`src/rtl/fifo_reader.sv`:
```
// Drains a registered-output FIFO into a valid/ready stream through a 3-entry skid buffer,
// counting completed downstream transfers.
module fifo_reader #(
  parameter int unsigned WIDTH = 8,
  parameter int unsigned CNT_W = 16
) (
  input  logic             clk,
  input  logic             rst,
  input  logic             en,
  input  logic             fifo_empty,
  input  logic [WIDTH-1:0] fifo_data,
  output logic             fifo_rd_en,
  output logic             m_valid,
  input  logic             m_ready,
  output logic [WIDTH-1:0] m_data,
  output logic [CNT_W-1:0] xfer_count
);

  localparam int unsigned Depth = 3;

  logic [WIDTH-1:0] buf_q [Depth];
  logic [WIDTH-1:0] buf_d [Depth];
  logic [1:0]       occ_q, occ_d;
  logic             in_flight_q;
  logic             armed_q;
  logic             valid_q, valid_d;
  logic [CNT_W-1:0] cnt_q, cnt_d;
  logic [2:0]       outstanding;
  logic             pop;

  // Reserve a slot for every word already requested so a capture can never overflow.
  assign outstanding = {1'b0, occ_q} + {2'b00, in_flight_q};
  assign fifo_rd_en  = armed_q & en & ~fifo_empty & (outstanding < 3'(Depth));
  assign pop         = valid_q & m_ready;

  assign m_valid    = valid_q;
  assign m_data     = buf_q[0];
  assign xfer_count = cnt_q;

  always_comb begin
    buf_d = buf_q;
    occ_d = occ_q;
    cnt_d = cnt_q;
    if (pop) begin
      for (int i = 0; i < Depth - 1; i++) begin
        buf_d[i] = buf_q[i+1];
      end
      occ_d = occ_q - 2'd1;
      cnt_d = cnt_q + CNT_W'(1);
    end
    // The captured word lands behind whatever survives this cycle's pop.
    if (in_flight_q) begin
      for (int i = 0; i < Depth; i++) begin
        if (occ_d == 2'(i)) begin
          buf_d[i] = fifo_data;
        end
      end
      occ_d = occ_d + 2'd1;
    end
    valid_d = (occ_d != 2'd0);
  end

  always_ff @(posedge clk or posedge rst) begin
    if (rst) begin
      for (int i = 0; i < Depth; i++) begin
        buf_q[i] <= '0;
      end
      occ_q       <= 2'd0;
      in_flight_q <= 1'b0;
      armed_q     <= 1'b0;
      valid_q     <= 1'b0;
      cnt_q       <= '0;
    end else begin
      buf_q       <= buf_d;
      occ_q       <= occ_d;
      in_flight_q <= fifo_rd_en;
      armed_q     <= 1'b1;
      valid_q     <= valid_d;
      cnt_q       <= cnt_d;
    end
  end

`ifndef SYNTHESIS
  a_no_read_when_empty: assert property (@(posedge clk) disable iff (rst)
    fifo_rd_en |-> !fifo_empty);
  a_hold_when_stalled: assert property (@(posedge clk) disable iff (rst)
    (m_valid && !m_ready) |=> (m_valid && $stable(m_data)));
  a_no_overflow: assert property (@(posedge clk) disable iff (rst)
    in_flight_q |-> (occ_q != 2'd3 || pop));
`endif

endmodule

```
`config.mk`:
```
export PLATFORM = sky130hd
export DESIGN_NAME = fifo_reader
export DESIGN_NICKNAME = d
export VERILOG_FILES = /design/src/rtl/fifo_reader.sv
export SDC_FILE = /design/constraint.sdc
export NUM_CORES = 1
export LEC_CHECK = 0
export BUFFER_PORTS_ARGS = -buffer_cell sky130_fd_sc_hd__buf_4
export CORE_MARGIN = 2
export CORE_UTILIZATION = 55
export DETAILED_ROUTE_END_ITERATION = 10
export PLACE_DENSITY = 0.85
export SLEW_MARGIN = 15
export SYNTH_ARGS = -nofsm -noshare
export SYNTH_HDL_FRONTEND = slang
export SYNTH_SLANG_ARGS = --single-unit
```
`constraint.sdc`:
```
create_clock -name clk -period 2.1 [get_ports clk]
set_clock_uncertainty 0.1 [all_clocks]
set_input_delay 0.105 -clock clk [delete_from_list [all_inputs] [get_ports clk]]
set_output_delay 0.105 -clock clk [all_outputs]
set_load 0.05 [all_outputs]
```
# == Yosys cells after proc, flatten, opt, wreduce, memory -nomap -nowiden ==
# Index checks and enable logic that the tools add are counted.
# word_totals
word_cells,30
out_inout_bits,26
input_bits,13
reg_bits,45
# classes
order_cmp,1
muxes,7
reduce_logical,3
eq_ne,2
add_sub_neg,4
bitwise,5
# op_table
cell,n
2-to-1 mux 24 bit,1
2-to-1 mux 8 bit,3
"adder 16 x 1 -> 16 bit, second input constant",1
2-to-1 mux 16 bit,1
AND 1 bit,4
2-to-1 mux 2 bit,2
adder 2 x 1 -> 3 bit,1
"less-than comparator 3 x 2 -> 1 bit, second input constant",1
"adder 2 x 1 -> 2 bit, second input constant",1
"equality test 2 x 1 -> 1 bit, second input constant",1
"equality test 2 bit, second input constant",1
logical NOT 2 bit,1
AND reduction 2 bit,1
nonzero test 2 bit,1
"subtractor 2 x 1 -> 2 bit, second input constant",1
NOT 1 bit,1

# == Longest topological paths before layout ==
# depth
word_depth,5
depth_mapped,6
ltp_nobuf,5

# == Worst setup path after synthesis ==
# OpenSTA, ideal clock, no wires.
# synth_timing
kind,reg2reg
start,reg occ_q[0]
end,reg in_flight_q
path_slack_ns,-1.866
n_path_buf,0
setup_ns,0.382
period_less_slack_ns,3.966
stages_incl_launch_ff,4
t_required_ns,1.618
arrival_ns,3.484
path_cell_list,dfrtp_1 > ha_1 > ha_1 > a2111oi_0
# synth_between
elab_chain_cells,3
# synth_lines
element,line,source
from (decl),23,"logic [1:0] occ_q, occ_d;"
from (signal assigned),68,occ_q <= 2'd0;
from (signal assigned),75,occ_q <= occ_d;
adder 2 x 1 -> 3 bit,32,"assign outstanding = {1'b0, occ_q} + {2'b00, in_flight_q};"
less-than comparator 3 x 2 -> 1 bit,33,assign fifo_rd_en = armed_q & en & ~fifo_empty & (outstanding < 3'(Depth));
AND 1 bit,33,
via fifo_rd_en,12,"output logic fifo_rd_en,"
to (signal assigned),76,in_flight_q <= fifo_rd_en;
to (decl),24,logic in_flight_q;
# The timed path passes the listed nets, and every way through them passes these cells.
# A chain may end at the register's enable or synchronous reset.

# == Worst setup path after layout ==
# layout_timing
start,reg occ_q[0]
end,out fifo_rd_en
# layout_between
elab_chain_cells,3
# layout_lines
element,line
adder 2 x 1 -> 3 bit,32
less-than comparator 3 x 2 -> 1 bit,33
AND 1 bit,33
to (decl),12
# Every way passes these cells.

==> run metrics <==
Vias/cell 5.22; largest net degree at the start of global routing 34; crit start category flip-flop; Max FO, Critical Path 4; internal power approximately 2.2 mW; worst reg2reg endpoint buf_q[2]$_DFFE_PP0P_; maximum clock path buffer count 2; DRT antenna net count 0; Final Util 73.3%; Cell Area, Synth 0.00214 mm²; final wirelength 4010 µm; Worst Path Buf+Inv 1; Netlist cell types 30; 1st-iter DRT viols 46; Die Width about 66 µm; R2R Path Start occ_q[0]$_DFF_PP0_; Final Hold Vio Count 0; Clock Latency Late Sink 0.29 ns; dominant cell type by area after synthesis dfrtp_1; Cells after Synth 174; Seq/Total Area, Yosys 52.7%; P&R area growth vs syn 26.5%; all-layer global routing usage between 20% and 30%; status complete, no violations; worst-margin pin slew 0.547 ns; Hold Path Origin m_ready; Pwr Density 1350 mW/mm²; Tmin final 2.03 ns; Fill cells 270; Yosys reg bits 45; top cells by area, synth dfrtp_1 53%, mux2_2 13%, xnor2_1 5.7%, mux2i_1 3.7%, buf_4 3.2%; VDD IR max 0.818 mV; Fmax 492 MHz; worst hold path stage count 3; crit path kind flip-flop to primary output; CP cell instances ha_1 -> ha_1 -> a2111oi_4 -> buf_6; Logic pwr share 43.0%; TritonCTS Buffers 5; Slew Limit Headroom 63.4%; Setup Slack @ Placement 0.279 ns; die area 0.00440 mm²; FF-to-FF path depth 4; initial core utilization slightly below 60%; clk slew on worst S/H paths 0.08 ns; top-area cell type share of the netlist area 52.7%; Seq pwr share 38.8%; clock root cell clkbuf_8; # diodes 0; Ys Warns 0; most used cell, CP ha_1; Post-Syn Nets between 150 and 200; nets 239; CTS tree built; core area 0.00369 mm²; WHS Endpoint xfer_count[0]$_DFFE_PP0P_; crit share post-route 96.9%; clock power share 18.2%; Max Cap Viol 0; unrepaired setup endpoints after global routing no; layout cells sized above 1 38.8%; Switching Share 39.3%; Row Count 22; critical path arrival 1.83 ns; CP delay by family, top adder cells; worst reg2reg setup slack 0.23 ns; final setup TNS 0 ns; gr ovfl total 0; initial antenna violation count 0; # clock sinks 45; crit path capture type primary output; Port Buf Inserts 38; slowest cell delay on critical path 0.43 ns; mean post-synth cell area 12.3 µm²; Req. time, crit path 1.89 ns; drt pass-1 iters 4; Leakage Power 1.30 nW; I/O Pins 39; H-tree Lvls 2; Vias around 1400; first-pass GRT wire length 6840 µm; Crit-path slowest cell dfrtp_2; WL/cell roughly 15 µm; vias in the first global route 1474; Slew Viols, Final 0; GPL Wtd Cong 0.776; final setup fails 0; DR DRC count 0; NetSw 1.44 mW; HPWL after DPL 2760 µm; post-route setup slack 0.0655 ns; die height 66.4 µm; min-delay worst type input pin to flip-flop
==> per-stage QoR <==
step	instance area [µm²]	std cells	hold slack [ns]	power, mW
after floorplan	2160	174	0.130	2.63
after global placement	2460	251	-0.0231	2.87
after detailed placement	2460	251	-0.0106	2.96
after CTS	2690	270	0.190	3.66
after global routing	2710	272	0.236	3.86
final	2710	272	0.199	3.65
==> layout by cell type (no fill, tap or decap), drive strengths merged <==
cell type	count
and2	1
o211ai	2
a21oi	10
xnor2	14
conb	1
buf	44
dlygate4sd3	11
nor4	2
clkinv	1
nor2	11
and4	1
clkbuf	7
or2	1
mux2i	8
nand3	4
nand4	4
and3	2
xor2	4
dfrtp	45
a2111oi	1
ha	3
inv	3
nand2	10
nor3	5
a31oi	1
mux2	25
bufinv	1
or3	1
o21ai	1
==> logic make-up after synthesis <==
logic type,share of synthesized area (%)
AOI/OAI and AO/OA,4.97
muxes,16.9
other,0.175
xor gates and xnor gates,7.37
and+or+nand+nor,11.4
DFF,52.7
adders and majority gates,1.76
buffers and inverters,4.74
==> flip-flops by register name (all words and copies together), names as in the netlist <==
register,count
armed_q,1
buf_q,16
in_flight_q,1
m_data,8
m_valid,1
occ_q,2
xfer_count,16
==> synthesized netlist by cell type (all sizes together) <==
library cell / number
clkbuf: 1
xor2: 4
o21ai: 1
a21oi: 10
nor4: 2
and4: 1
mux2: 25
or3: 1
xnor2: 14
dfrtp: 45
nor3: 5
nand4: 4
conb: 1
o211ai: 2
and3: 2
nor2: 11
nand2: 10
or2: 1
nand3: 4
ha: 3
a2111oi: 1
a31oi: 1
buf: 12
mux2i: 8
and2: 1
inv: 4
==> worst max path at each step <==
stage | startpoint | end | slack, ns | cells after the start
CTS | occ_q[0]$_DFF_PP0_ | fifo_rd_en | 0.004 | 4
detailed placement | occ_q[0]$_DFF_PP0_ | fifo_rd_en | 0.28 | 4
global route | occ_q[0]$_DFF_PP0_ | fifo_rd_en | 0.02 | 4
global placement | occ_q[0]$_DFF_PP0_ | fifo_rd_en | 0.33 | 4
finish | occ_q[0]$_DFF_PP0_ | fifo_rd_en | 0.07 | 4
floorplan | occ_q[0]$_DFF_PP0_ | in_flight_q$_DFF_PP0_ | 0.07 | 3
==> timing repair <==
item	in CTS	in global routing
setup endpoints to repair	1	1
hold buffers	11	0
setup buffers	0	2
gates resized for setup	2	0
hold endpoints to repair	36	0
pin swaps	0	0
==> worst register-to-register path, cell delays in order (launching register included) <==
cell      delay, ns
dfrtp_2        0.43
buf_4          0.15
and3_1         0.21
o211ai_2       0.46
mux2_2         0.41
==> layer usage <==
metal | routed length (µm) | vias up | GRT usage [%]
met3 | 134 | 4 | 5.45
met1 | 1640 | 696 | 24.5
met2 | 2210 | 30 | 37.6
met4 | 23 | 0 | 7.40
li1 | - | 691 | -
met5 | 0 | - | 0
==> power groups by stage <==
stage / clock network (mW) / registers, mW / logic, mW
after global routing: 0.725 / 1.45 / 1.69
after floorplan: 0 / 1.60 / 1.02
after CTS: 0.681 / 1.43 / 1.55
final: 0.666 / 1.42 / 1.57
after detailed placement: 0 / 1.44 / 1.53
after global placement: 0 / 1.40 / 1.47
==> cell type report <==
cell class / count / area (µm²) / area share [%]
Multi-Input combinational cell: 112 / 930 / 34.4
Timing Repair Buffer: 55 / 457 / 16.9
Sequential cell: 45 / 1130 / 41.7
Tap cell: 48 / 60.1 / 2.22
Clock buffer: 7 / 86.3 / 3.19
Inverter: 4 / 15.0 / 0.555
Clock inverter: 1 / 30.0 / 1.11
(Power assumes the default switching activity.)
